$ cat src/rtl/seg7_message_sequencer_if.sv
// Write port, message control and display outputs of the 7-segment message sequencer.
// The master side drives commands and buffer writes; the slave side is the sequencer.
interface seg7_message_sequencer_if;
    logic       wr_en;
    logic [2:0] wr_addr;
    logic [4:0] wr_code;
    logic       start;
    logic [2:0] len;
    logic       loop;
    logic       stop;
    logic [7:0] seg_n;
    logic       busy;
    logic       done;
    logic [2:0] cur_idx;

    modport master (
        output wr_en, wr_addr, wr_code, start, len, loop, stop,
        input  seg_n, busy, done, cur_idx
    );

    modport slave (
        input  wr_en, wr_addr, wr_code, start, len, loop, stop,
        output seg_n, busy, done, cur_idx
    );
endinterface

$ cat src/rtl/seg7_message_sequencer.sv
// Steps an 8-entry character buffer onto one active-low 7-segment digit,
// alternating each glyph with an equal-length blank gap.
module seg7_message_sequencer #(
    parameter int unsigned DWELL = 32'd4194304,
    parameter int unsigned CW    = 32'd24
) (
    input  logic                     clk,
    input  logic                     reset,
    seg7_message_sequencer_if.slave  bus
);

    typedef enum logic [1:0] {
        ST_IDLE = 2'd0,
        ST_SHOW = 2'd1,
        ST_GAP  = 2'd2
    } state_t;

    localparam logic [CW-1:0] CNT_LAST = CW'(DWELL - 32'd1);

    state_t        state_r;
    logic [2:0]    idx_r;
    logic [CW-1:0] cnt_r;
    logic [2:0]    len_q_r;
    logic          loop_q_r;
    logic          done_evt_r;
    logic [4:0]    code_buf_r [8];

    logic [7:0]    seg_n_r;
    logic          busy_r;
    logic          done_r;
    logic [2:0]    cur_idx_r;

    // Character code to active-low segment pattern (xGFEDCBA, DP kept dark).
    function automatic logic [7:0] glyph(input logic [4:0] code);
        logic [7:0] g;
        case (code)
            5'h00:   g = 8'hFF;
            5'h01:   g = 8'h89;
            5'h02:   g = 8'h86;
            5'h03:   g = 8'hC7;
            5'h04:   g = 8'hC0;
            5'h05:   g = 8'h88;
            5'h06:   g = 8'h92;
            5'h07:   g = 8'hCF;
            5'h08:   g = 8'hC6;
            5'h10:   g = 8'hC0;
            5'h11:   g = 8'hF9;
            5'h12:   g = 8'hA4;
            5'h13:   g = 8'hB0;
            5'h14:   g = 8'h99;
            5'h15:   g = 8'h92;
            5'h16:   g = 8'h82;
            5'h17:   g = 8'hF8;
            5'h18:   g = 8'h80;
            5'h19:   g = 8'h90;
            default: g = 8'hFF;
        endcase
        return g;
    endfunction

    // Code buffer: writes are accepted in every state.
    always_ff @(posedge clk or posedge reset) begin
        if (reset) begin
            for (int i = 0; i < 8; i++) begin
                code_buf_r[i] <= 5'd0;
            end
        end else if (bus.wr_en) begin
            code_buf_r[bus.wr_addr] <= bus.wr_code;
        end else begin
            code_buf_r[bus.wr_addr] <= code_buf_r[bus.wr_addr];
        end
    end

    // Sequencing FSM; stop overrides every other transition and suppresses done.
    always_ff @(posedge clk or posedge reset) begin
        if (reset) begin
            state_r    <= ST_IDLE;
            idx_r      <= 3'd0;
            cnt_r      <= '0;
            len_q_r    <= 3'd0;
            loop_q_r   <= 1'b0;
            done_evt_r <= 1'b0;
        end else begin
            done_evt_r <= 1'b0;
            if (bus.stop) begin
                state_r <= ST_IDLE;
                idx_r   <= 3'd0;
                cnt_r   <= '0;
            end else begin
                case (state_r)
                    ST_IDLE: begin
                        if (bus.start) begin
                            state_r  <= ST_SHOW;
                            idx_r    <= 3'd0;
                            cnt_r    <= '0;
                            len_q_r  <= bus.len;
                            loop_q_r <= bus.loop;
                        end else begin
                            state_r <= ST_IDLE;
                        end
                    end
                    ST_SHOW: begin
                        if (cnt_r == CNT_LAST) begin
                            state_r <= ST_GAP;
                            cnt_r   <= '0;
                        end else begin
                            cnt_r <= cnt_r + CW'(1);
                        end
                    end
                    ST_GAP: begin
                        if (cnt_r != CNT_LAST) begin
                            cnt_r <= cnt_r + CW'(1);
                        end else if (idx_r < len_q_r) begin
                            state_r <= ST_SHOW;
                            idx_r   <= idx_r + 3'd1;
                            cnt_r   <= '0;
                        end else if (loop_q_r) begin
                            state_r <= ST_SHOW;
                            idx_r   <= 3'd0;
                            cnt_r   <= '0;
                        end else begin
                            state_r    <= ST_IDLE;
                            idx_r      <= 3'd0;
                            cnt_r      <= '0;
                            done_evt_r <= 1'b1;
                        end
                    end
                    default: begin
                        state_r <= ST_IDLE;
                        idx_r   <= 3'd0;
                        cnt_r   <= '0;
                    end
                endcase
            end
        end
    end

    // Output registers track the FSM one cycle behind; the glyph is re-read each cycle.
    always_ff @(posedge clk or posedge reset) begin
        if (reset) begin
            seg_n_r   <= 8'hFF;
            busy_r    <= 1'b0;
            done_r    <= 1'b0;
            cur_idx_r <= 3'd0;
        end else begin
            seg_n_r   <= (state_r == ST_SHOW) ? glyph(code_buf_r[idx_r]) : 8'hFF;
            busy_r    <= (state_r != ST_IDLE);
            done_r    <= done_evt_r;
            cur_idx_r <= idx_r;
        end
    end

    assign bus.seg_n   = seg_n_r;
    assign bus.busy    = busy_r;
    assign bus.done    = done_r;
    assign bus.cur_idx = cur_idx_r;

endmodule

$ cat src/flat_wrapper.sv
// flat-port wrapper written by rule: the top's interface ports become plain ports
module seg7_message_sequencer_flat 
#(
    parameter int unsigned DWELL = 32'd4194304,
    parameter int unsigned CW    = 32'd24
)
  (clk, reset, bus_wr_en, bus_wr_addr, bus_wr_code, bus_start, bus_len, bus_loop, bus_stop, bus_seg_n, bus_busy, bus_done, bus_cur_idx);
  seg7_message_sequencer_if bus_i ();
  input  logic clk;
  input  logic reset;
  input wire logic [$bits(bus_i.wr_en)-1:0] bus_wr_en;
  input wire logic [$bits(bus_i.wr_addr)-1:0] bus_wr_addr;
  input wire logic [$bits(bus_i.wr_code)-1:0] bus_wr_code;
  input wire logic [$bits(bus_i.start)-1:0] bus_start;
  input wire logic [$bits(bus_i.len)-1:0] bus_len;
  input wire logic [$bits(bus_i.loop)-1:0] bus_loop;
  input wire logic [$bits(bus_i.stop)-1:0] bus_stop;
  output wire logic [$bits(bus_i.seg_n)-1:0] bus_seg_n;
  output wire logic [$bits(bus_i.busy)-1:0] bus_busy;
  output wire logic [$bits(bus_i.done)-1:0] bus_done;
  output wire logic [$bits(bus_i.cur_idx)-1:0] bus_cur_idx;
  assign bus_i.wr_en = bus_wr_en;
  assign bus_i.wr_addr = bus_wr_addr;
  assign bus_i.wr_code = bus_wr_code;
  assign bus_i.start = bus_start;
  assign bus_i.len = bus_len;
  assign bus_i.loop = bus_loop;
  assign bus_i.stop = bus_stop;
  assign bus_seg_n = bus_i.seg_n;
  assign bus_busy = bus_i.busy;
  assign bus_done = bus_i.done;
  assign bus_cur_idx = bus_i.cur_idx;
  seg7_message_sequencer #(.DWELL(DWELL), .CW(CW)) u_core (.clk(clk), .reset(reset), .bus(bus_i));
endmodule
$ cat config.mk
export PLATFORM = sky130hd
export DESIGN_NAME = seg7_message_sequencer_flat
export DESIGN_NICKNAME = d
export VERILOG_FILES = /design/src/rtl/seg7_message_sequencer_if.sv /design/src/rtl/seg7_message_sequencer.sv /design/src/flat_wrapper.sv
export SDC_FILE = /design/constraint.sdc
export NUM_CORES = 1
export LEC_CHECK = 0
export BUFFER_PORTS_ARGS = -buffer_cell sky130_fd_sc_hd__clkbuf_2
export CORE_MARGIN = 5
export CORE_UTILIZATION = 51
export DETAILED_ROUTE_END_ITERATION = 10
export PLACE_DENSITY = 0.69
export SLEW_MARGIN = 15
export SYNTH_ARGS = -nofsm -noshare
export SYNTH_HDL_FRONTEND = slang
export SYNTH_SLANG_ARGS = --single-unit
$ cat constraint.sdc
create_clock -name clk -period 3.9 [get_ports clk]
set_input_delay 0.39 -clock clk [delete_from_list [all_inputs] [get_ports clk]]
set_output_delay 0.39 -clock clk [all_outputs]
set_load 0.005 [all_outputs]
== After elaboration in Yosys (flattened, before gate mapping) ==
Memories as Yosys holds them, arrays and structs flattened.
Index checks and enable logic that the tools add are counted.
Operators by class
  mux-type cells: 34
  $lt $le $gt $ge: 4
  $mul: 0
  reductions and logical operators: 6
  add/sub/neg operators: 2
  divide/modulo/power cells: 0
  eq/ne operators: 8
  shift-type cells: 0
  bitwise logic cells: 3
Operators with widths (count)
  $mux W24: 4
  $bwmux W40: 2
  $pmux W24 S3: 1
  $mux W40: 1
  $bmux W5 S3: 2
  $mux W5: 5
  $add A24 B1 Y24 const B: 1
  $eq A24 B22 Y1 const B: 1
  $ne A24 B22 Y1 const B: 1
  $demux W5 S3: 1
  $mux W3: 4
  $pmux W3 S3: 1
  $ge A4 B4 Y1 const B: 2
  $mux W2: 4
  $mux W8: 1
  $not A3 Y4: 2
  $mux W1: 7
  $ne A3 B3 Y1 const B: 2
  $pmux W2 S3: 1
  $reduce_and A3 Y1: 2
  $lt A4 B1 Y1 const B: 1
  $add A3 B1 Y3 const B: 1
  $lt A3 B3 Y1: 1
  $ne A3 B2 Y1 const B: 1
  8 further kinds: 8
Storage, ports and cells
  RAM bits: 0
  logic and storage cells: 76
  output and inout port bits: 13
  bits in read-only memories: 224
  register bits after elaboration: 87
  bits in latches: 0
  memories kept: 1
Memories
  (no name shown): words 32, width 7, read ports 1, clocked after Yosys merged registers in 0, wr ports 0, line seg7_message_sequencer.sv:36  | case (code)

== Logic depth before layout (Yosys ltp) ==
  depth after elaboration: 7
  gate-level depth with buffers: 9

== Worst setup path after synthesis ==
No wires, ideal clock.
  kind: flip-flop to flip-flop
  start point: reg u_core.idx_r[1]
  end point: reg u_core.seg_n_r[5], in the netlist u_core.bus.seg_n[5]
  path slack: 1.449 ns
  buffers on the path: 1
  required time: 3.816 ns
  stages on the path, launching flop included: 9
  data arrival time: 2.367 ns
  cells stage by stage: dfrtp_1 buf_2 mux4_2 mux2i_2 inv_1 ha_1 nor3_2 a211oi_1 a311o_1
On the way
  word-level cells in the longest chain between the ends: 6
RTL lines
  start, declared: line seg7_message_sequencer.sv:21  | logic [2:0] idx_r;
  start signal, assigned: line seg7_message_sequencer.sv:115  | idx_r <= idx_r + 3'd1;
  $not A3 Y4 (implied by the code): line seg7_message_sequencer.sv:146  | seg_n_r <= (state_r == ST_SHOW) ? glyph(code_buf_r[idx_r]) : 8'hFF;
  $bmux W5 S3: line seg7_message_sequencer.sv:146
  $mux W5 (implied by the code) (2 in a row): line seg7_message_sequencer.sv:146
  $mem_v2 Z32 W7
  $mux W8: line seg7_message_sequencer.sv:146
  end signal, assigned: line seg7_message_sequencer.sv:146
  end, declared: line seg7_message_sequencer.sv:28  | logic [7:0] seg_n_r;
No other way between the ends. The select of a mux whose other input is x is not followed.
A chain may end at the register's enable or synchronous reset.

== Worst setup path after layout ==
Ends and elaborated chain as after synthesis.

==> reports/summary.txt <==
Setup crit end kind - flop
Clock tree root buffer cell - clkbuf_8
Worst-path fanout max - 11
Max-slew violations - 0
Synthesized Nets - 525
Layout area overhead - 8.36%
DRC viols - 0
PnR worst setup slack - 1070 ps
Via density - 5.87
Clock sinks - 86
CP startpoint kind - flop
First-pass GRT wire length - 17.2 mm
Wirelength per Cell - 16.2 microns
Synthesized cell area - 4760 sq um
Post-layout util - 0.564
CORE AREA - 9150 sq um
CTS tree - done
Max IR drop VDD - 0.000200 V
First-pass DRT Iterations - 5
Worst Max-Slew Pin Slew - 1060 ps
Post-CTS sizing - 0
FFs w/ async S/R, synth - 1.00
Flop2flop setup slack - 1070 ps
Initial core utilization - 0.520
I/O pins - 30
DRT iter0 DRCs - 247
Critical Path RT - 4180 ps
Grt peak-use layer - met1
H-tree depth - 3
RSZ-0062 raised after global routing - no
Clock Pin Slew Worst Setup and Hold Paths - 90 ps
Flop and latch count out of synthesis - 86
Worst Reg-to-Reg Cells - 7
GP Congestion - 0.825
Die area - 11400 sq um
Largest net degree at the start of global routing - 61
Worst clock skew - 9.12 ps
Grt ovf - 0
Clock buffer depth - 2
# setup viols final - 0
Final Hold Viols - 0
Total CTS buffers - 9
Syn_area_per_cell - 9.66 sq um
Kind of critical path - flop to flop
Layout cells sized above 1 - 0.163
Total negative slack - 0 ps
Main flop type after synthesis - dfrtp_1
PwrDens - 429 nW/um^2
Hpwl dp - 6.96 mm
# rows - 35
Worst reg2reg path startpoint - u_core.idx_r[1]
Clock period minus worst slack - 2830 ps
Fin crit share - 0.726
Total track usage - 0.187
Routed vias - 3671
Met2 Use GR - 0.277
Die extent in y - 107 microns
DIE WIDTH - 107 microns
Yosys warnings - 0
Total Power - 0.00221 W
Commonest non-fill, non-tap cell in the layout - nand2_1
Fillers - 782
ANT cells - 0
Layout Nets - 541
Post-synth EDFFs - 0
Pre-CTS setup slack - 1070 ps
Max_cap viols - 0
Post-Synthesis Cells - 493
Clk_lat worst skew - 350 ps
I/O Buffers - 28
Crit path DAT - 3110 ps
# hold bufs at CTS - 0
Initial antenna violation count - 0
Vias in the first global route - 3455
Pleak - 2.24 nW
Status - complete, no violations
Fmax - 353 MHz
Sequential share of the synthesized area - 0.454
Post-synthesis cell type count - 64
Post-CTS Setup Inserts - 0
Reg-to-reg endpoint - u_core.bus.seg_n[5]
Commonest non-fill, non-tap cells in the layout - 92 x nand2_1, 79 x dfrtp_1, 68 x o21ai_0, 33 x nor2_1, 28 x clkbuf_2
Drt total wl - 10.1 mm
M1 GR Usage - 0.281
GRT met3 Usage - 0.0313
Rel. slew slack - 0.270
DRT antenna net count - 0
Hold crit path type - input pin to asynchronous set/reset pin
-- metal layers --
layer | vias to the layer above | part of all wire
met4 | 0 | 0.012
met3 | 10 | 0.056
li1 | 1776 | -
met2 | 110 | 0.44
met1 | 1775 | 0.50
met5 | - | 0
-- flip-flops by register name, summed over array words and instances, names as in the netlist --
name                cells
u_core.idx_r            3
u_core.state_r          2
u_core.bus.done         1
u_core.bus.busy         1
u_core.done_evt_r       1
u_core.len_q_r          3
u_core.code_buf_r      40
u_core.cnt_r           24
u_core.bus.seg_n        7
u_core.bus.cur_idx      3
u_core.loop_q_r         1
-- cell usage after synthesis, types with 3 or more instances --
cell / number / area [sq um]
mux2_2: 9 / 101
buf_1: 3 / 11.3
and3_1: 5 / 31.3
buf_2: 7 / 35.0
nand3_1: 11 / 55.1
ha_1: 15 / 188
o21ai_0: 68 / 340
inv_1: 15 / 56.3
nand4_1: 6 / 37.5
nand2b_1: 6 / 37.5
a22o_1: 4 / 35.0
a221oi_1: 3 / 26.3
nand2_1: 92 / 345
a21oi_1: 9 / 45.0
mux2i_1: 10 / 100
a31oi_1: 12 / 75.1
a21o_1: 3 / 22.5
nor2_1: 33 / 124
dfstp_2: 7 / 184
a22oi_1: 3 / 22.5
mux4_2: 12 / 270
xnor2_1: 7 / 61.3
o31ai_1: 3 / 22.5
o211ai_1: 3 / 22.5
nand3b_1: 4 / 30.0
nor2b_1: 6 / 37.5
dfrtp_1: 79 / 1980
clkbuf_1: 11 / 41.3
-- per-stage QoR --
step	instances	cell area, sq um	hold WS (ps)
2_1_floorplan	493	4760	331
3_3_place_gp	609	4930	334
3_5_place_dp	609	4930	341
4_1_cts	625	5160	246
5_1_grt	625	5160	226
6_report	625	5160	142
-- cells by family (layout without fill, tap and decap cells) --
group,count (synthesis),after routing,synth area share
XOR/XNOR,9,9,0.0166
AO/OA/AOI/OAI,124,124,0.155
flip-flops,86,86,0.454
other,1,1,0.000787
buffers and inverters,41,62,0.0391
adder cells (fa/ha/maj),15,15,0.0394
AND/OR/NAND/NOR,182,182,0.179
multiplexers,35,35,0.117
-- worst max-delay path by stage --
stage,from,end,slack (ps),cells after the start
2_1_floorplan,reset,u_core.bus.busy,1300,1
3_3_place_gp,u_core.idx_r[1],u_core.bus.seg_n[5],1190,7
3_5_place_dp,u_core.idx_r[1],u_core.bus.seg_n[5],1070,7
4_1_cts,u_core.idx_r[1],u_core.bus.seg_n[5],1060,7
5_1_grt,u_core.idx_r[2],u_core.bus.seg_n[5],900,7
6_report,u_core.idx_r[1],u_core.bus.seg_n[5],1070,7
-- critical path, cell delays in order (launching register included) --
cell      delay, ps
dfrtp_1         590
mux4_2          570
mux2i_2         490
inv_1           230
ha_1            270
nor3_2          170
a211oi_1         60
a311o_1         370
-- area by class of cell --
type	count	area [sq um]	area share
well taps	111	139	0.0269
multi-input cells	366	2410	0.468
repair buffers	31	163	0.0315
clock inverters	5	82.6	0.0160
inverters	15	58.8	0.0114
clock buffers	11	141	0.0274
flip-flops and latches	86	2160	0.419
-- where the power goes --
part | internal (W) | switching [W]
Sequential | 0.000998 | 0.0000753
Combinational | 0.000187 | 0.000244
Clock | 0.000379 | 0.000329
No activity file was read; power rests on OpenSTA's default activity.
